## config.mk

```make
export PLATFORM = sky130hd
export DESIGN_NAME = apu_write_scheduler
export DESIGN_NICKNAME = d
export VERILOG_FILES = /design/src/rtl/apu_write_scheduler.sv
export SDC_FILE = /design/constraint.sdc
export NUM_CORES = 1
export LEC_CHECK = 0
export CAP_MARGIN = 25
export CORE_ASPECT_RATIO = 1.1
export CORE_UTILIZATION = 35
export CTS_CLUSTER_DIAMETER = 60
export DETAILED_ROUTE_END_ITERATION = 8
export PLACE_DENSITY = 0.66
export SLEW_MARGIN = 30
export SYNTH_ARGS = -nofsm -noshare
export SYNTH_HDL_FRONTEND = slang
export SYNTH_SLANG_ARGS = --single-unit
```

## constraint.sdc

```tcl
create_clock -name osc -period 1.8 [get_ports osc]
set_clock_uncertainty 0.05 [all_clocks]
set_input_delay 0.36 -clock osc [delete_from_list [all_inputs] [get_ports osc]]
set_output_delay 0.36 -clock osc [all_outputs]
set_load 0.005 [all_outputs]
```

## src/rtl/apu_write_scheduler.sv

```systemverilog
// Serial byte-pair parser feeding APU register writes through a 2-entry FIFO.
// Define ADDR_CHECK_EN to reject address bytes whose index is 24 or above.
module apu_write_scheduler #(
   parameter int CLKRATE   = 12_000_000,
   parameter int BAUDRATE  = 9600,
   parameter int LINK_HOLD = CLKRATE / 8
) (
   input  logic       osc,
   input  logic       rst_n,
   input  logic [7:0] rx_data,
   input  logic       rx_valid,
   input  logic       wr_ready,
   output logic       wr_valid,
   output logic [4:0] wr_addr,
   output logic [7:0] wr_data,
   output logic       link,
   output logic       err
);

   localparam int TIMEOUT = 20 * CLKRATE / BAUDRATE;
   localparam int TW      = $clog2(TIMEOUT + 1);
   localparam int LW      = $clog2(LINK_HOLD + 1);

   localparam logic [0:0] ADDR = 1'b0;
   localparam logic [0:0] DATA = 1'b1;

   logic [0:0]    state;
   logic [4:0]    idx;
   logic [TW-1:0] tcnt;

   logic          addr_ok;
   logic          in_data;
   logic          tmo;
   logic          push;
   logic          perr;

   logic [12:0]   mem [2];
   logic          wptr;
   logic          rptr;
   logic [1:0]    cnt;
   logic          full;
   logic          pop;
   logic          push_ok;

   logic [LW-1:0] link_cnt;

   // ---------------- packet parser ----------------

`ifdef ADDR_CHECK_EN
   assign addr_ok = rx_valid && rx_data[7] && (rx_data[4:0] < 5'd24);
`else
   assign addr_ok = rx_valid && rx_data[7];
`endif

   assign in_data = (state == DATA);
   assign push    = in_data && rx_valid;
   assign perr    = !in_data && rx_valid && !addr_ok;

   // A data byte on the expiry cycle wins over the timeout.
   assign tmo = in_data && !rx_valid &&
                (tcnt == TW'(TIMEOUT - 1));

   always_ff @(posedge osc or negedge rst_n) begin
      if (!rst_n) begin
         state <= ADDR;
         idx   <= '0;
         tcnt  <= '0;
      end else begin
         case (state)
            ADDR: begin
               if (addr_ok) begin
                  state <= DATA;
                  idx   <= rx_data[4:0];
                  tcnt  <= '0;
               end
            end
            DATA: begin
               if (rx_valid || tmo) begin
                  state <= ADDR;
                  tcnt  <= '0;
               end else begin
                  tcnt <= tcnt + TW'(1);
               end
            end
            default: begin
               state <= ADDR;
               tcnt  <= '0;
            end
         endcase
      end
   end

   // ---------------- write FIFO ----------------

   assign wr_valid = (cnt != 2'd0);
   assign full     = (cnt == 2'd2);
   assign pop      = wr_valid && wr_ready;
   assign push_ok  = push && (!full || pop);

   assign {wr_addr, wr_data} = mem[rptr];

   always_ff @(posedge osc or negedge rst_n) begin
      if (!rst_n) begin
         mem[0] <= '0;
         mem[1] <= '0;
         wptr   <= 1'b0;
         rptr   <= 1'b0;
         cnt    <= 2'd0;
      end else begin
         if (push_ok) begin
            mem[wptr] <= {idx, rx_data};
            wptr      <= ~wptr;
         end
         if (pop) begin
            rptr <= ~rptr;
         end
         cnt <= cnt + {1'b0, push_ok} - {1'b0, pop};
      end
   end

   // ---------------- status outputs ----------------

   always_ff @(posedge osc or negedge rst_n) begin
      if (!rst_n) begin
         err <= 1'b0;
      end else begin
         err <= perr || tmo || (push && !push_ok);
      end
   end

   always_ff @(posedge osc or negedge rst_n) begin
      if (!rst_n) begin
         link_cnt <= '0;
      end else if (pop) begin
         link_cnt <= LW'(LINK_HOLD);
      end else if (link_cnt != '0) begin
         link_cnt <= link_cnt - LW'(1);
      end
   end

   assign link = (link_cnt != '0);

endmodule
```

## Word-level counts from Yosys, hierarchy flattened

Cells that the tools add are included.

| word-level totals | value |
|---|---|
| register bits after elaboration | 73 |
| output and inout port bits | 16 |

| cells by class | value |
|---|---|
| $add $sub $neg | 4 |
| order comparisons | 3 |
| equal/unequal tests | 3 |
| muxes and demuxes | 14 |
| bitwise logic cells | 5 |
| reductions and logical operators | 23 |

Operators with widths:

| kind | count |
|---|---|
| 13-bit 2-to-1 mux | 4 |
| 21-bit 2-to-1 mux | 2 |
| 15-bit 2-to-1 mux | 2 |
| 15-bit case mux with 2 select lines | 1 |
| 26-bit bitwise mux | 1 |
| 21-bit nonzero test | 1 |
| 21-bit by 1-bit subtractor with 21-bit output, second input constant | 1 |
| 15-bit by 1-bit adder with 15-bit output, second input constant | 1 |
| 15-bit equality test, second input constant | 1 |
| 13-bit demux with 1-bit select | 1 |
| 1-bit logical AND | 10 |
| 1-bit zero test | 5 |
| 2-bit greater-or-equal comparator, second input constant | 2 |
| 1-bit logical OR | 4 |
| 1-bit NOT with 2-bit output | 2 |
| 2-bit nonzero test | 2 |
| 1-bit NOT | 3 |
| 2-bit by 1-bit adder with 2-bit output | 1 |
| 2-bit equality test, second input constant | 1 |
| 2-bit by 1-bit < comparator with 1-bit output, second input constant | 1 |
| 1-bit 2-to-1 mux | 2 |
| 2-bit inequality test, second input constant | 1 |
| 1-bit case mux with 2 select lines | 1 |
| 2-bit AND reduction | 1 |
| 2-bit by 1-bit subtractor with 2-bit output | 1 |

## Longest topological paths before layout

Gate-level depths: netlist of the first run.

| logic depth | value |
|---|---|
| depth after elaboration | 7 |
| gate-level depth with buffers | 9 |

## Least setup slack after synthesis of the first run

Ideal clock, no wire load.

| path | value |
|---|---|
| path kind | register -> register |
| start point | register cnt[1] |
| end point | register cnt[1] |
| setup time | 123 ps |
| data arrival time | 1805 ps |
| slack | -178 ps |
| cell stages (with the launch flop) | 10 |
| path buffers | 1 |
| path through | dfrtp_1 or2_2 nand2_1 inv_1 clkbuf_1 ha_1 inv_1 ha_1 xnor2_1 xnor2_1 |

| on the way | value |
|---|---|
| longest elaborated chain between the ends | 6 |
| elaborated cells on any way between the ends | 8 |

RTL lines:

| what | RTL line | text |
|---|---|---|
| start: declaration | 40 | `logic [1:0] cnt;` |
| start signal: assignment | 117 | `cnt <= cnt + {1'b0, push_ok} - {1'b0, pop};` |
| 2-bit nonzero test (*) | 95 | `assign wr_valid = (cnt != 2'd0);` |
| via wr_valid | 13 | `output logic wr_valid,` |
| 1-bit logical AND (*) | 97 | `assign pop = wr_valid && wr_ready;` |
| via pop | 42 | `logic pop;` |
| 1-bit logical OR | 98 | `assign push_ok = push && (!full \|\| pop);` |
| 1-bit logical AND | 98 |  |
| 2-bit by 1-bit adder with 2-bit output | 117 |  |
| 2-bit by 1-bit subtractor with 2-bit output (*) | 117 |  |

Mark *: on every way through the listed nets, which the timed path passes. The rest lies on a longest branch.
A chain may end at the register's enable or synchronous reset.

## Final worst setup path of the first run

| path | value |
|---|---|
| start point | register link_cnt[0] |
| end point | register link_cnt[14] |

| on the way | value |
|---|---|
| longest elaborated chain between the ends | 3 |
| elaborated cells on any way between the ends | 5 |

RTL lines:

| what | RTL line | text |
|---|---|---|
| start: declaration | 45 | `logic [LW-1:0] link_cnt;` |
| start signal: assignment | 135 | `link_cnt <= LW'(LINK_HOLD);` |
| start signal: assignment | 137 | `link_cnt <= link_cnt - LW'(1);` |
| 21-bit by 1-bit subtractor with 21-bit output | 137 |  |
| 21-bit 2-to-1 mux | 136 | `end else if (link_cnt != '0) begin` |
| 21-bit 2-to-1 mux | 134 | `end else if (pop) begin` |

Several ways; a longest one is shown, not always the timed one. The select of a mux whose other input is x is not followed.

==> impl_metrics.yaml, run 1 <==
worst_setup_path:
  setup.worst_path.class: "flip-flop to flip-flop"
  critPathCaptureType: "flip-flop"
  cp.arrival_ns: 2.26
  reg2reg_slack_ns: -0.27
  start_kind: "flip-flop"
  required_ns: 1.99
  crit_path_max_fanout: 7
final_layout:
  syn2layout_area_growth_pct: 55.6
  register_area_mm2: 0.00183
  final_util_pct: 56.1
  instances_no_fill: 562
  drive_above_1_share_pct: 53.6
  layout_common_cells: "dfrtp_1 (72), buf_4 (64), mux2_2 (38), nand2_1 (26), buf_6 (26)"
  multi_input_area_mm2: 0.00211
  final.fill_count: 776
  diodes: 0
  fin_nets: 455
  final_area_mm2: 0.00552
  layout_commonest_cell: "dfrtp_1"
placed_design:
  routabilityCongestion: 0.797
  dpl_cell_area_mm2: 0.00454
  place_inst: 519
  portBuffers: 27
  dp_hpwl_um: 5700
die:
  ios: 28
  initial_utilization_pct: 36.1
  core_mm2: 0.00984
  num_rows: 38
  die_height_um: 108
  dieArea_mm2: 0.0105
  die_x_um: 98.0
detailed_routing:
  avgViaCountPerCell: 5.28
  wl_um: 9550
  drt_iter0_drc: 182
  wl_per_cell_um: 17.0
  dr_total_vias: 2966
  drc: 1
  antenna_left: 0
  dr.pass1.iters: 6
worst_hold_path:
  hold_path.class: "input pin to asynchronous set/reset pin"
logic_synthesis:
  synth_cell_type_count: 45
  synth-seq-area-share_pct: 51.5
  ys_ff_latch: 73
  syn_avg_cell_area_um2: 11.2
  yosys_warnings: 0
  ys.flop_type: "dfrtp_1"
  synth-edff-count: 0
  synth-async-reset-ratio_pct: 100
  synthesis.area_mm2: 0.00355
  synthCells: 316
  synth_fp_nets: 333
global_routing:
  grt_pass1_vias: 3029
  grt_max_degree: 66
  grt_pass1_wl_um: 14800
  antenna_found_initial: 0
  overflow: 0
  track_usage_pct: 17.8
timing:
  period_minus_slack_ns: 2.07
  hold_ws_ns: 0.362
  setup_slack_ns: -0.268
  period_share_pct: 115
  rsz0062_at_grt: "yes"
  hold_viol: 0
  fmax_ghz: 0.484
  tightest_slew_ns: 0.632
  slew_viol_final: 0
  slew_headroom_pct: 57.9
  setup_viol: 45
clocking:
  cts-root-buf: "clkbuf_8"
  cts_tree: "built"
  clkTransAtPathRegs_ns: 0.07
  clk-insertion-delay-late_ns: 0.35
  clock_sinks: 73
  clock_tree.buffer_depth: 2
  cts_buffers: 9
  htreeDepth: 3
power_and_ir_drop:
  p_per_area_mw_per_mm2: 1220
  vdd_drop_max_uv: 553
  leakagePower_uw: 0.00230
  total_power_uw: 6750
status:
  status: "finished with violations"
  violations: "design-rule violations, negative setup slack"
flow_run:
  drv_cap: 0
## kinds of logic after synthesis
kind of cell    Yosys count  share of synthesized area [%]
simple gates            112                           17.8
xor+xnor                 18                           4.44
flops                    73                           51.5
compound gates           48                           8.49
fa+ha+maj                 5                           1.76
buf+inv                  16                           2.04
mux                      44                           14.0
## registers in the layout, indices dropped and copies added, names as in the netlist
signal and flops:
idx 5, link_cnt 21, mem 26, cnt 2
rptr 1, in_data 1, err 1, tcnt 15
wptr 1
## layout make-up
cell class,count,share of cell area (%)
Clock inverter,5,1.88
Clock buffer,10,2.49
Inverter,5,0.567
Tap cell,120,2.72
Multi-Input combinational cell,227,38.3
Sequential cell,73,33.1
Timing Repair Buffer,122,21.0
## timing repair
item,in CTS,in global routing
pin swaps,25,34
setup endpoints to repair,44,61
gates resized for setup,111,78
buffers inserted,18,15
gates cloned,1,0
hold endpoints to repair,8,0
hold buffers,1,0
## per-layer routing
metal	GRT usage [%]	vias to the layer above	part of all wire (%)	routed length (um)
li1	-	1382	-	-
met5	0	-	0	0
met2	31.9	40	54	5130
met4	5.19	0	2.1	203
met3	3.51	19	2.1	203
met1	21.7	1525	42	4010
## final timing paths
kind                                         start                  endpoint  depth (start not counted)
hold reg to reg                mem[11]$_DFFE_PN0P_       mem[11]$_DFFE_PN0P_                          1
max in group asynchronous                    rst_n          rptr$_DFFE_PN0P_                          3
setup reg to reg           link_cnt[0]$_DFFE_PN0P_  link_cnt[14]$_DFFE_PN0P_                         11
hold / removal                               rst_n  link_cnt[11]$_DFFE_PN0P_                          2
min in group osc                          rx_valid             err$_DFF_PN0_                          3
setup / recovery           link_cnt[0]$_DFFE_PN0P_  link_cnt[14]$_DFFE_PN0P_                         11
## where the power goes
group	switching, uW	internal (uW)	leakage, uW
clock network	597	950	0.000122
registers	284	2090	0.000888
logic	1090	1740	0.00129
## through the flow
step / setup WS [ns] / TNS [ns]
floorplan: -0.143 / -1.65
global placement: -0.251 / -6.61
detailed placement: -0.338 / -8.77
CTS: -0.208 / -3.68
global route: -0.385 / -8.80
finish: -0.268 / -5.60
## worst max-delay path, stage by stage (launching register included)
cell and delay [ns]:
dfrtp_1 0.38, inv_2 0.07, ha_4 0.15, nor4b_4 0.12, and4_4 0.18, buf_6 0.11
buf_12 0.13, buf_12 0.14, buf_6 0.11, nor4_4 0.26, xnor2_1 0.18, nand2_1 0.07
## synth_stat cells (all sizes together), types with 3 or more instances
cell type  instances  area share [%]
nor4b              4            0.99
or3                3            0.53
o21ai             10             1.4
a41oi              3            0.74
ha                 5             1.8
nand2b             4            0.70
a31oi              8             1.4
a21oi             15             2.1
buf                5            0.88
clkbuf             6            0.63
inv                5            0.53
dfrtp             73              51
nor4               7             2.3
nand4              3            0.53
and3               4            0.70
nand3             13             1.8
mux2              44              14
nor2              19             2.1
a2111oi            3            0.78
nand2             34             3.6
nor3               8             1.1
xnor2             18             4.4
(Power assumes the default switching activity.)
==> inputs of run 2 (changes only) <==
--- a/config.mk
+++ b/config.mk
@@ -5,6 +5,7 @@
 export SDC_FILE = /design/constraint.sdc
 export NUM_CORES = 1
 export LEC_CHECK = 0
+export ABC_CLOCK_PERIOD_IN_PS = 1800
 export CAP_MARGIN = 25
 export CORE_ASPECT_RATIO = 1.1
 export CORE_UTILIZATION = 35
==> results of run 2 <==
Final layout, timing and power as in run 1 (identical DEF).
==> inputs of run 3 (changes only) <==
--- a/config.mk
+++ b/config.mk
@@ -11,7 +11,8 @@
 export CORE_UTILIZATION = 35
 export CTS_CLUSTER_DIAMETER = 60
 export DETAILED_ROUTE_END_ITERATION = 8
-export PLACE_DENSITY = 0.66
+export GPL_TIMING_DRIVEN = 0
+export PLACE_DENSITY = 0.56
 export SLEW_MARGIN = 30
 export SYNTH_ARGS = -nofsm -noshare
 export SYNTH_HDL_FRONTEND = slang
==> impl_metrics.yaml, run 3 (synthesized netlist as in run 1, its figures left out) <==
power_and_ir_drop:
  p_per_area_mw_per_mm2: 1280
  vdd_drop_max_uv: 630
  leakagePower_uw: 0.00205
flow_run:
  drv_cap: 0
placed_design:
  routabilityCongestion: 0.695
  portBuffers: 26
  pre_cts_ws_ns: -0.677
  dp_hpwl_um: 5100
clocking:
  clock_tree.buffer_depth: 2
  cts_buffers: 9
  htreeDepth: 3
  clock_sinks: 73
  cts-root-buf: "clkbuf_8"
  clkTransAtPathRegs_ns: 0.08
  clk-insertion-delay-late_ns: 0.35
  cts_tree: "built"
timing:
  rsz0062_at_grt: "yes"
  tns_ns: -6.15
  hold_viol: 0
  slew_viol_final: 0
  tightest_slew_ns: 0.640
  setup_slack_ns: -0.280
  setup_viol: 48
  slew_headroom_pct: 57.3
  period_share_pct: 116
  fmax_ghz: 0.481
  period_minus_slack_ns: 2.08
final_layout:
  diodes: 0
  regMostFlops: "mem"
  top_regs: "mem x26, link_cnt x21, tcnt x15"
  largest_register_ffs: 26
  layout_commonest_cell: "dfrtp_1"
  syn2layout_area_growth_pct: 43.9
  final.fill_count: 858
  layout_common_cells: "dfrtp_1 (66), mux2_2 (37), buf_6 (31), buf_4 (30), nand2_1 (27)"
  drive_above_1_share_pct: 49.4
  fin_nets: 419
global_routing:
  grt_pass1_wl_um: 14200
  grt_max_degree: 38
  grt_util_met3_pct: 2.73
  overflow: 0
  grt_pass1_vias: 2804
  grt-busiest-layer: "met2"
  antenna_found_initial: 0
  met2_usage_pct: 28.6
  use_met1_pct: 22.9
  track_usage_pct: 17.3
die:
  die_x_um: 98.0
  num_rows: 38
  die_height_um: 108
  dieArea_mm2: 0.0105
  core_mm2: 0.00984
  ios: 28
  initial_utilization_pct: 36.1
worst_setup_path:
  critPathCaptureType: "output pin"
  setup.worst_path.class: "flip-flop to output pin"
  required_ns: 1.39
  start_kind: "flip-flop"
  cp.arrival_ns: 1.67
  crit_path_max_fanout: 2
status:
  violations: "design-rule violations, negative setup slack"
  status: "finished with violations"
detailed_routing:
  dr.pass1.iters: 6
  antenna_left: 0
  wl_um: 8590
  wl_per_cell_um: 16.3
  avgViaCountPerCell: 5.26
  dr_total_vias: 2774
  drc: 4
  drt_iter0_drc: 92
worst_hold_path:
  hold_path.class: "input pin to flip-flop"
[run 3: report_power, final]
group          leakage [uW]  total (uW)  internal (uW)  switching, uW
Combinational       0.00108        2960           1880           1080
Clock             0.0000831        1160            506            651
Sequential         0.000880        2430           2090            343
Total               0.00205        6560           4480           2080
[run 3: critical path, cell delays in order (launching register included)]
cell,delay [ns]
dfrtp_2,0.43
inv_2,0.08
ha_4,0.12
nor4b_4,0.18
and4_1,0.23
buf_6,0.13
nand2_8,0.05
buf_6,0.11
[run 3: metrics by stage]
stage | instances | hold slack [ns] | area, um2 | total power (uW) | util [%]
floorplan | 316 | 0.0144 | 3640 | 3500 | -
global route | 527 | 0.477 | 5110 | 7010 | 51.9
global placement | 462 | 0.432 | 4050 | 4250 | 41.2
finish | 527 | 0.451 | 5110 | 6560 | 51.9
CTS | 514 | 0.354 | 4820 | 6160 | 48.9
detailed placement | 463 | 0.316 | 4070 | 4310 | 41.3
[run 3: final cells by class]
cell class	instances	area (um2)	share of cell area, %
clock inverter	6	42.5	0.833
sequential	73	1840	35.9
timing repair buffer	75	706	13.8
clock buffer	10	128	2.50
multi-input combinational	227	2100	41.2
inverter	5	23.8	0.465
tap	120	150	2.94
buffer	11	119	2.33
[run 3: timing repair]
item / in CTS / in global routing
cloned: 3 / 0
pin swaps: 22 / 24
setup endpoints to repair: 75 / 75
setup buffers: 31 / 20
gates resized for setup: 144 / 47
hold buffers: 1 / 0
hold endpoints to repair: 36 / 0
[run 3: final timing paths]
check	startpoint	endpoint	depth (start not counted)	slack, ns
min	rx_valid	err$_DFF_PN0_	3	0.45
max in group asynchronous	rst_n	rptr$_DFFE_PN0P_	3	0.65
min in group asynchronous	rst_n	link_cnt[20]$_DFFE_PN0P_	2	0.47
max reg2reg	tcnt[10]$_DFFE_PN0P_	tcnt[12]$_DFFE_PN0P_	5	-0.24
min reg2reg	mem[3]$_DFFE_PN0P_	mem[3]$_DFFE_PN0P_	1	0.46
max	link_cnt[0]$_DFFE_PN0P_	link	7	-0.28
[run 3: per-layer routing]
metal	routed length, um	vias to the layer above
li1	-	1322
met1	3850	1410
met2	4410	36
met3	264	6
met4	62	0
met5	0	-
